===== src/rtl/cpu_params_pkg.sv =====
// cpu_params_pkg: shared CPU widths (RSZ data, GPR_ASZ register address, CSR_ASZ csr address)
package cpu_params_pkg;
  localparam int RSZ = 32;
  localparam int GPR_ASZ = 5;
  localparam int CSR_ASZ = 12;
endpackage


===== src/rtl/cpu_structs_pkg.sv =====
// cpu_structs_pkg: csr_pipe_entry_t, the payload carried by each csr pipe stage
package cpu_structs_pkg;
  import cpu_params_pkg::*;
  typedef struct packed {
    logic               csr_wr;
    logic [CSR_ASZ-1:0] csr_addr;
    logic [RSZ-1:0]     csr_wr_data;
    logic [RSZ-1:0]     nxt_csr_rd_data;
    logic [GPR_ASZ-1:0] rd_addr;
    logic [RSZ-1:0]     rd_data;
  } csr_pipe_entry_t;
endpackage


===== src/rtl/csr_pipe_stage.sv =====
// csr_pipe_stage: valid+entry register; i_load wins over i_clr; ports clk_in, reset_in, i_load, i_clr, i_d -> o_valid, o_q
module csr_pipe_stage
  import cpu_structs_pkg::*;
(
  input  logic            clk_in,
  input  logic            reset_in,
  input  logic            i_load,
  input  logic            i_clr,
  input  csr_pipe_entry_t i_d,
  output logic            o_valid,
  output csr_pipe_entry_t o_q
);
  logic            r_valid;
  csr_pipe_entry_t r_q;
  always_ff @(posedge clk_in) begin
    if (reset_in || (i_clr && !i_load)) begin
      r_valid <= 1'b0;
      r_q     <= '0;
    end else if (i_load) begin
      r_valid <= 1'b1;
      r_q     <= i_d;
    end
  end
  assign o_valid = r_valid;
  assign o_q     = r_q;
endmodule


===== src/rtl/csr_fwd_pipe.sv =====
// csr_fwd_pipe: two-stage (M young, W old) CSR result pipe with flush and M-priority forwarding; in_* accepted into M, out_* driven from W, fwd_* answers fwd_addr
module csr_fwd_pipe
  import cpu_structs_pkg::*;
#(
  parameter int RSZ     = cpu_params_pkg::RSZ,
  parameter int GPR_ASZ = cpu_params_pkg::GPR_ASZ
) (
  input  logic               clk_in,
  input  logic               reset_in,
  input  logic               in_valid,
  output logic               in_ready,
  input  logic               in_csr_wr,
  input  logic [11:0]        in_csr_addr,
  input  logic [RSZ-1:0]     in_csr_wr_data,
  input  logic [RSZ-1:0]     in_nxt_csr_rd_data,
  input  logic [GPR_ASZ-1:0] in_rd_addr,
  input  logic [RSZ-1:0]     in_rd_data,
  input  logic               flush_in,
  output logic               out_valid,
  input  logic               out_ready,
  output logic               out_csr_wr,
  output logic [11:0]        out_csr_addr,
  output logic [RSZ-1:0]     out_csr_wr_data,
  output logic [GPR_ASZ-1:0] out_rd_addr,
  output logic [RSZ-1:0]     out_rd_data,
  input  logic [11:0]        fwd_addr,
  output logic               fwd_hit,
  output logic [RSZ-1:0]     fwd_data,
  output logic [1:0]         pend_cnt
);
  csr_pipe_entry_t w_in, w_m, w_w;
  logic w_m_valid, w_w_valid, w_commit, w_w_load, w_w_clr, w_m_load, w_m_clr;
  logic w_m_nxt, w_w_nxt, w_m_hit, w_w_hit;
  logic [1:0] r_pend_cnt;
  assign w_in = '{csr_wr: in_csr_wr, csr_addr: in_csr_addr, csr_wr_data: in_csr_wr_data,
                  nxt_csr_rd_data: in_nxt_csr_rd_data, rd_addr: in_rd_addr, rd_data: in_rd_data};
  assign w_commit = w_w_valid && out_ready;
  // a flush kills M, so it must not advance into W in the same cycle
  assign w_w_load = w_m_valid && (!w_w_valid || w_commit) && !flush_in;
  assign w_w_clr  = w_commit || flush_in;
  assign in_ready = !reset_in && !flush_in && (!w_m_valid || w_w_load);
  assign w_m_load = in_valid && in_ready;
  assign w_m_clr  = w_w_load || flush_in;
  assign w_m_nxt  = w_m_load || (w_m_valid && !w_m_clr);
  assign w_w_nxt  = w_w_load || (w_w_valid && !w_w_clr);
  csr_pipe_stage u_m (.clk_in(clk_in), .reset_in(reset_in), .i_load(w_m_load), .i_clr(w_m_clr),
                      .i_d(w_in), .o_valid(w_m_valid), .o_q(w_m));
  csr_pipe_stage u_w (.clk_in(clk_in), .reset_in(reset_in), .i_load(w_w_load), .i_clr(w_w_clr),
                      .i_d(w_m), .o_valid(w_w_valid), .o_q(w_w));
  always_ff @(posedge clk_in) begin
    r_pend_cnt <= reset_in ? 2'd0 : {1'b0, w_m_nxt} + {1'b0, w_w_nxt};
  end
  assign pend_cnt        = r_pend_cnt;
  assign out_valid       = w_w_valid;
  assign out_csr_wr      = w_w.csr_wr;
  assign out_csr_addr    = w_w.csr_addr;
  assign out_csr_wr_data = w_w.csr_wr_data;
  assign out_rd_addr     = w_w.rd_addr;
  assign out_rd_data     = w_w.rd_data;
  assign w_m_hit  = w_m_valid && w_m.csr_wr && (w_m.csr_addr == fwd_addr);
  assign w_w_hit  = w_w_valid && w_w.csr_wr && (w_w.csr_addr == fwd_addr);
  assign fwd_hit  = w_m_hit || w_w_hit;
  assign fwd_data = w_m_hit ? w_m.nxt_csr_rd_data : w_w_hit ? w_w.nxt_csr_rd_data : '0;
endmodule


===== config.mk =====
export PLATFORM = sky130hd
export DESIGN_NAME = csr_fwd_pipe
export DESIGN_NICKNAME = d
export VERILOG_FILES = /design/src/rtl/cpu_params_pkg.sv /design/src/rtl/cpu_structs_pkg.sv /design/src/rtl/csr_pipe_stage.sv /design/src/rtl/csr_fwd_pipe.sv
export SDC_FILE = /design/constraint.sdc
export NUM_CORES = 1
export LEC_CHECK = 0
export BUFFER_PORTS_ARGS = -buffer_cell sky130_fd_sc_hd__buf_2
export CAP_MARGIN = 20
export CORE_UTILIZATION = 53
export DETAILED_ROUTE_END_ITERATION = 8
export PLACE_DENSITY = 0.8
export SLEW_MARGIN = 20
export SYNTH_ARGS = -nofsm -noshare
export SYNTH_HDL_FRONTEND = slang
export SYNTH_SLANG_ARGS = --single-unit
export TNS_END_PERCENT = 100

===== constraint.sdc =====
create_clock -name clk_in -period 2 [get_ports clk_in]
set_input_delay 0.1 -clock clk_in [delete_from_list [all_inputs] [get_ports clk_in]]
set_output_delay 0.1 -clock clk_in [all_outputs]
set_load 0.03 [all_outputs]

==> results of run 1 <==
==> cell families (layout without fill, tap and decap cells) <==
kind of cell / count (synthesis) / after routing / synth area share [%]
fa+ha+maj: 1 / 1 / 0.126
buf+inv: 196 / 466 / 11.5
simple gates: 434 / 434 / 19.0
compound gates: 118 / 118 / 5.93
mux: 146 / 146 / 14.7
xor+xnor: 24 / 24 / 2.11
other cells: 0 / 2 / 0
flops: 232 / 232 / 46.6
==> cell usage after synthesis <==
library cell / instances / share of area, %
and2_1: 1 / 0.063
nor4_2: 2 / 0.25
mux2i_1: 146 / 15
buf_6: 1 / 0.11
nor2b_1: 3 / 0.19
clkbuf_1: 39 / 1.5
nand4_1: 35 / 2.2
nor3b_1: 32 / 2.4
or4_4: 1 / 0.11
nand2b_1: 2 / 0.13
a21oi_1: 115 / 5.8
ha_1: 1 / 0.13
dfxtp_1: 232 / 47
buf_4: 86 / 6.5
buf_1: 7 / 0.26
o21ai_1: 2 / 0.10
nand2_1: 231 / 8.7
nor2_1: 119 / 4.5
xor2_1: 12 / 1.1
or2_1: 1 / 0.063
nand3b_1: 1 / 0.075
inv_1: 33 / 1.2
nor3_1: 3 / 0.15
buf_2: 27 / 1.4
xnor2_1: 12 / 1.1
o21ai_0: 1 / 0.050
buf_12: 3 / 0.60
nand3_1: 3 / 0.15
==> metrics by stage <==
| stage | total power, mW | util [%] | std cells |
|---|---|---|---|
| finish | 9.77 | 72.7 | 1652 |
| global route | 10.1 | 72.7 | 1652 |
| CTS | 9.82 | 71.1 | 1645 |
| detailed placement | 5.34 | 60.0 | 1488 |
| global placement | 5.34 | 60.0 | 1488 |
| floorplan | 5.08 | - | 1151 |
==> metal layers <==
layer  up-vias  wire [um]
li1       4200          -
met1      4179      11100
met2       415      14300
met3       115       2060
met4         0       1350
met5         -          0
==> path summary, 6_finish.rpt <==
kind | startpoint | to | slack (ps)
worst max register to register | u_m.o_valid | u_w.o_q[17] | 340
worst max-delay path | u_m.o_q[111] | fwd_data[15] | -650
worst min register to register | u_m.o_q[34] | u_w.o_q[34] | 450
worst min-delay path | in_valid | u_m.o_q[75] | 230
==> tightest hold or removal path: stages <==
cell and delay [ps]:
buf_2 130, nand3_4 270, mux2i_1 120, nor2_1 70
==> power breakdown <==
group	total, mW	leakage [nW]	switching (mW)	internal (mW)
registers	4.68	1.88	0.0241	4.65
clock network	4.31	0.379	1.74	2.57
logic	0.783	3.66	0.382	0.400
==> layout make-up <==
type | instances | area [um^2] | share of cell area [%]
clock buffers | 34 | 709 | 5.36
repair buffers | 394 | 3000 | 22.7
flip-flops and latches | 232 | 4660 | 35.2
clock inverters | 5 | 50.0 | 0.378
inverters | 33 | 124 | 0.935
multi-input cells | 723 | 4410 | 33.3
well taps | 229 | 287 | 2.16
diodes | 2 | 5.00 | 0.0378
==> placed cells by master (no fill, tap or decap), drive strengths merged <==
cell         Yosys  layout
a21oi          115     115
and2             1       1
buf            124     274
bufinv           0       1
clkbuf          39      36
clkinv           0       4
dfxtp          232     232
diode            0       2
dlygate4sd3      0     118
ha               1       1
inv             33      33
mux2i          146     146
nand2          231     231
nand2b           2       2
nand3            3       3
nand3b           1       1
nand4           35      35
nor2           119     119
nor2b            3       3
nor3             3       3
nor3b           32      32
nor4             2       2
o21ai            3       3
or2              1       1
or4              1       1
xnor2           12      12
xor2            12      12
==> flip-flops by register name (all words and copies together) (netlist names) <==
name / flops
pend_cnt: 2
u_m.o_q: 114
u_m.o_valid: 1
u_w.o_q: 114
u_w.o_valid: 1
==> what timing repair did <==
item,in CTS,in global routing
pin swaps,1,7
hold endpoints to repair,118,0
endpoints found under the setup margin,33,33
hold buffers,118,0
setup buffers,0,2
resized for setup,35,45
gates cloned,0,3
==> metrics.yaml, run 1 <==
floorplan:
  coreArea_um2: 18200
  num_io_pins: 250
  die_area_um2: 19300
  fp-row-count: 49
  initial_core_util_pct: 54.7
  die_h_um: 139
  die_w_um: 139
synth:
  ys_seq_elements: 232
  yosysWarnings: 0
  netlist_instances: 1151
  synth_nets: 1283
  synth_area_um2: 9960
  ys_types: 28
  syn_avg_cell_area_um2: 8.65
  yosysSeqAreaShare_pct: 46.6
job:
  cap_violations: 0
layout:
  stdcell_area_um2: 13200
  layout-drive-gt1-share_pct: 24.6
  area_growth_syn_to_layout_pct: 33.0
  fin_nets: 1540
  fillers: 1179
pwr:
  max-vdd-ir-drop_mv: 0.715
  power-per-cell-area_nw_per_um2: 738
  p_leak_nw: 5.92
clock_tree:
  cts_buffer_depth: 3
  htree_levels: 1
  cts_made_buffers: 24
  clk_pin_slew_worst_paths_ps: 60
  clock_latency_ps: 500
  cts_root_buf: "clkbuf_16"
  clock_sinks: 232
  cts_tree: "done"
global_route:
  antenna_found_initial: 2
  grtUsageMet1_pct: 31.7
  grt_max_degree: 71
  grt_pass1_wl_mm: 44.5
  grt_overflow: 0
  grt_use_met3_pct: 5.66
  grt_pass1_vias: 9041
  top_usage_layer: "met2"
  grt_use_total_pct: 28.2
  grt_use_met2_pct: 50.7
detailed_routing:
  drc_errors: 11
  wl_mm: 28.8
  drtIter0Drc: 546
  via_per_inst: 5.39
  firstDrtPassIters: 9
  ant_nets: 0
  vias: 8909
  wl_per_cell_um: 17.4
worst_setup_path:
  crit_buf_inv: 2
  arrival_ps: 2550
  cp-end-kind: "output port"
  start_kind: "register"
  rr_worst_depth: 6
  critPathMaxFanout: 8
  critPathRequiredTime_ps: 1900
  crit_slowest_cell: "or4_4"
  worstPathCellList: "xnor2_1 -> nand4_1 -> or4_4 -> clkbuf_16 -> mux2i_1 -> buf_4"
  max_stage_delay_ps: 570
  path_class: "register to output port"
  critPathTopFamily: "simple AND/OR/NAND/NOR gates"
  cp_num_cells: 6
place:
  portBuffers: 249
  pre_cts_slack_ps: 30.4
  gp_congestion: 0.806
  dp_hpwl_mm: 15.7
  post_dp_cell_area_um2: 10900
timing:
  setup_ws_ps: -650
  min_period_ps: 2650
  rsz0062_at_grt: "yes"
  fin_skew_ps: 12.0
  hold_violations: 0
  slew_viol_final: 0
  fin_crit_sh_pct: 132
  setup_viol: 33
  setup_tns_ps: -15980
  hold_slack_ps: 233
  worstMarginPinSlew_ps: 524
  fmax_mhz: 377
  relSlewSlack_pct: 65.1
min_path:
  hp-class: "primary input to register"
  hold-path-cell-count: 4
run_status:
  outcome: "complete, but fails checks"
  failed_checks: "design-rule violations, negative setup slack"
Note: power is estimated with default switching activity, not from simulation.
==> run 2, diff against run 1 <==
Settings changed: CORE_ASPECT_RATIO from default to 0.7, CORE_UTILIZATION 53 to 40, PLACE_DENSITY 0.8 to default.
==> metrics.yaml, run 2 (same netlist as run 1, synthesis figures left out) <==
run_status:
  outcome: "complete, but fails checks"
  failed_checks: "negative setup slack"
min_path:
  hold-path-cell-count: 5  # +1
  hp-class: "primary input to register"
  hold_start: "out_ready"
worst_setup_path:
  cp_num_cells: 6  # unchanged
  cp-end-kind: "output port"
  critPathRequiredTime_ps: 1900  # about the same
  crit_buf_inv: 2  # unchanged
  crit_slowest_cell: "or4_4"
  crit_path_end: "fwd_data[6]"
  ff2ff_setup_slack_ps: 380  # +40 ps
  max_stage_delay_ps: 640  # +70 ps
  reg2reg_to: "u_w.o_q[35]"
  crit_start: "u_m.o_q[108]"
  worstPathCellList: "xnor2_2 -> nand3_1 -> or4_4 -> clkbuf_16 -> mux2i_2 -> buf_4"
  critPathMaxFanout: 8  # unchanged
  rr_worst_depth: 5  # -1
  start_kind: "register"
  arrival_ps: 2370  # -180 ps
  rr_startpoint: "u_w.o_valid"
  path_class: "register to output port"
  critPathTopFamily: "simple AND/OR/NAND/NOR gates"
place:
  gp_congestion: 0.763  # -5.3%
  portBuffers: 249  # unchanged
  post_dp_cell_area_um2: 11000  # +1.0%
  dp_hpwl_mm: 16.8  # +6.5%
  pre_cts_slack_ps: 50.8  # +20.4 ps
timing:
  fin_skew_ps: 21.3  # +9.29 ps
  worstMarginPinSlew_ps: 469  # -54.7 ps
  relSlewSlack_pct: 68.7  # +3.6 points
  setup_viol: 33  # unchanged
  min_period_ps: 2470  # -180 ps
  slew_viol_final: 0  # unchanged
  hold_violations: 0  # unchanged
  fin_crit_sh_pct: 123  # -9.0 points
  setup_ws_ps: -469  # +180 ps
  setup_tns_ps: -13990  # +1990 ps
  rsz0062_at_grt: "yes"
  fmax_mhz: 405  # +7.3%
clock_tree:
  cts_root_buf: "clkbuf_16"
  cts_made_buffers: 24  # unchanged
  clk_pin_slew_worst_paths_ps: 60  # about the same
  clock_sinks: 232  # unchanged
  clock_latency_ps: 530  # +30 ps
  htree_levels: 1  # unchanged
  cts_tree: "done"
  cts_buffer_depth: 3  # unchanged
detailed_routing:
  firstDrtPassIters: 5  # -4
  via_per_inst: 4.85  # -10%
  wl_per_cell_um: 15.9  # -8.7%
  drc_errors: 0  # -11
  ant_nets: 0  # unchanged
  vias: 8456  # -5.1%
  wl_mm: 27.7  # -3.7%
  drtIter0Drc: 409  # -25%
floorplan:
  die_area_um2: 25500  # +32%
  die_w_um: 191  # +37%
  die_h_um: 134  # -3.6%
  coreArea_um2: 24100  # +32%
  fp-row-count: 47  # -4.1%
  initial_core_util_pct: 41.4  # -13 points
  num_io_pins: 250  # unchanged
global_route:
  grt_pass1_wl_mm: 43.3  # -2.8%
  grt_pass1_vias: 8421  # -6.9%
  grt_use_total_pct: 20.9  # -7.3 points
  antenna_found_initial: 1  # -1
  grt_max_degree: 67  # -5.6%
  grt_overflow: 0  # unchanged
layout:
  multi_input_area_um2: 4300  # -2.4%
  area_growth_syn_to_layout_pct: 32.9  # about the same
  mostFrequentLayoutCell: "nand2_1"
  fin_nets: 1539  # -0.065%
  final_cell_mix: "231 x nand2_1, 223 x dfxtp_1, 217 x buf_2, 143 x mux2i_1"
  layout-drive-gt1-share_pct: 24.0  # -0.60 points
  ff_latch_area_um2: 4660  # about the same
  stdcell_area_um2: 13200  # about the same
  fillers: 2190  # +86%
pwr:
  power-per-cell-area_nw_per_um2: 755  # +2.3%
  max-vdd-ir-drop_mv: 0.597  # -16%
  p_leak_nw: 5.96  # +0.70%
  total_power_mw: 9.99  # +2.2%
job:
  cap_violations: 0  # unchanged
==> run 2: cell count changes in the layout (fill, tap and decap cells not counted), moves of 2 or more <==
| cell | change |
|---|---|
| mux2i_1 | +10 |
| buf_6 | -8 |
| buf_4 | +7 |
| mux2i_4 | -6 |
| mux2i_2 | -4 |
| clkinv_2 | +2 |
| xnor2_2 | +2 |
| xnor2_4 | -2 |
==> run 2: power by group <==
part / internal (mW) / switching [mW] / total (mW)
logic: 0.397 / 0.369 / 0.766
clock network: 2.68 / 1.86 / 4.54
registers: 4.65 / 0.0236 / 4.68
total: 7.73 / 2.25 / 9.99
==> run 2: worst register-to-register path, stage by stage, from the launching register on <==
cell and delay, ps:
dfxtp_1 400, nor2b_1 200, or2_4 380, buf_12 260, nand2_1 100, a21oi_1 180
==> run 2: metal layers <==
layer,vias up,GRT usage [%],routed length (um)
li1,4203,-,-
met1,3947,27.1,12500
met2,260,34.5,12500
met3,46,5.26,2030
met4,0,5.69,656
met5,-,0,0
==> run 2: worst min-delay path by stage <==
stage                  endpoint
global placement    u_m.o_q[69]
global route        u_m.o_valid
floorplan           pend_cnt[0]
detailed placement  u_w.o_valid
CTS                 u_m.o_valid
finish              u_m.o_valid
==> run 2: area by class of cell <==
cell class	instances	area share, %
flip-flops and latches	232	35.2
multi-input cells	723	32.5
repair buffers	393	22.3
clock buffers	33	5.25
well taps	318	3.01
inverters	33	0.936
clock inverters	9	0.804
diodes	1	0.0189
==> run 2: stage by stage <==
stage,utilization (%),hold WS [ps],instances
2_1_floorplan,-,172,1151
3_3_place_gp,45.9,329,1577
3_5_place_dp,45.9,329,1577
4_1_cts,54.4,146,1737
5_1_grt,55.0,153,1741
6_report,55.0,157,1742
==> run 2: timing repair <==
item / 4_1_cts / 5_1_grt
gates resized for setup: 33 / 18
buffers inserted: 0 / 1
endpoints found under the setup margin: 33 / 33
cloned: 0 / 3
endpoints found under the hold margin: 118 / 0
pin swaps: 0 / 10
hold buffers: 118 / 0
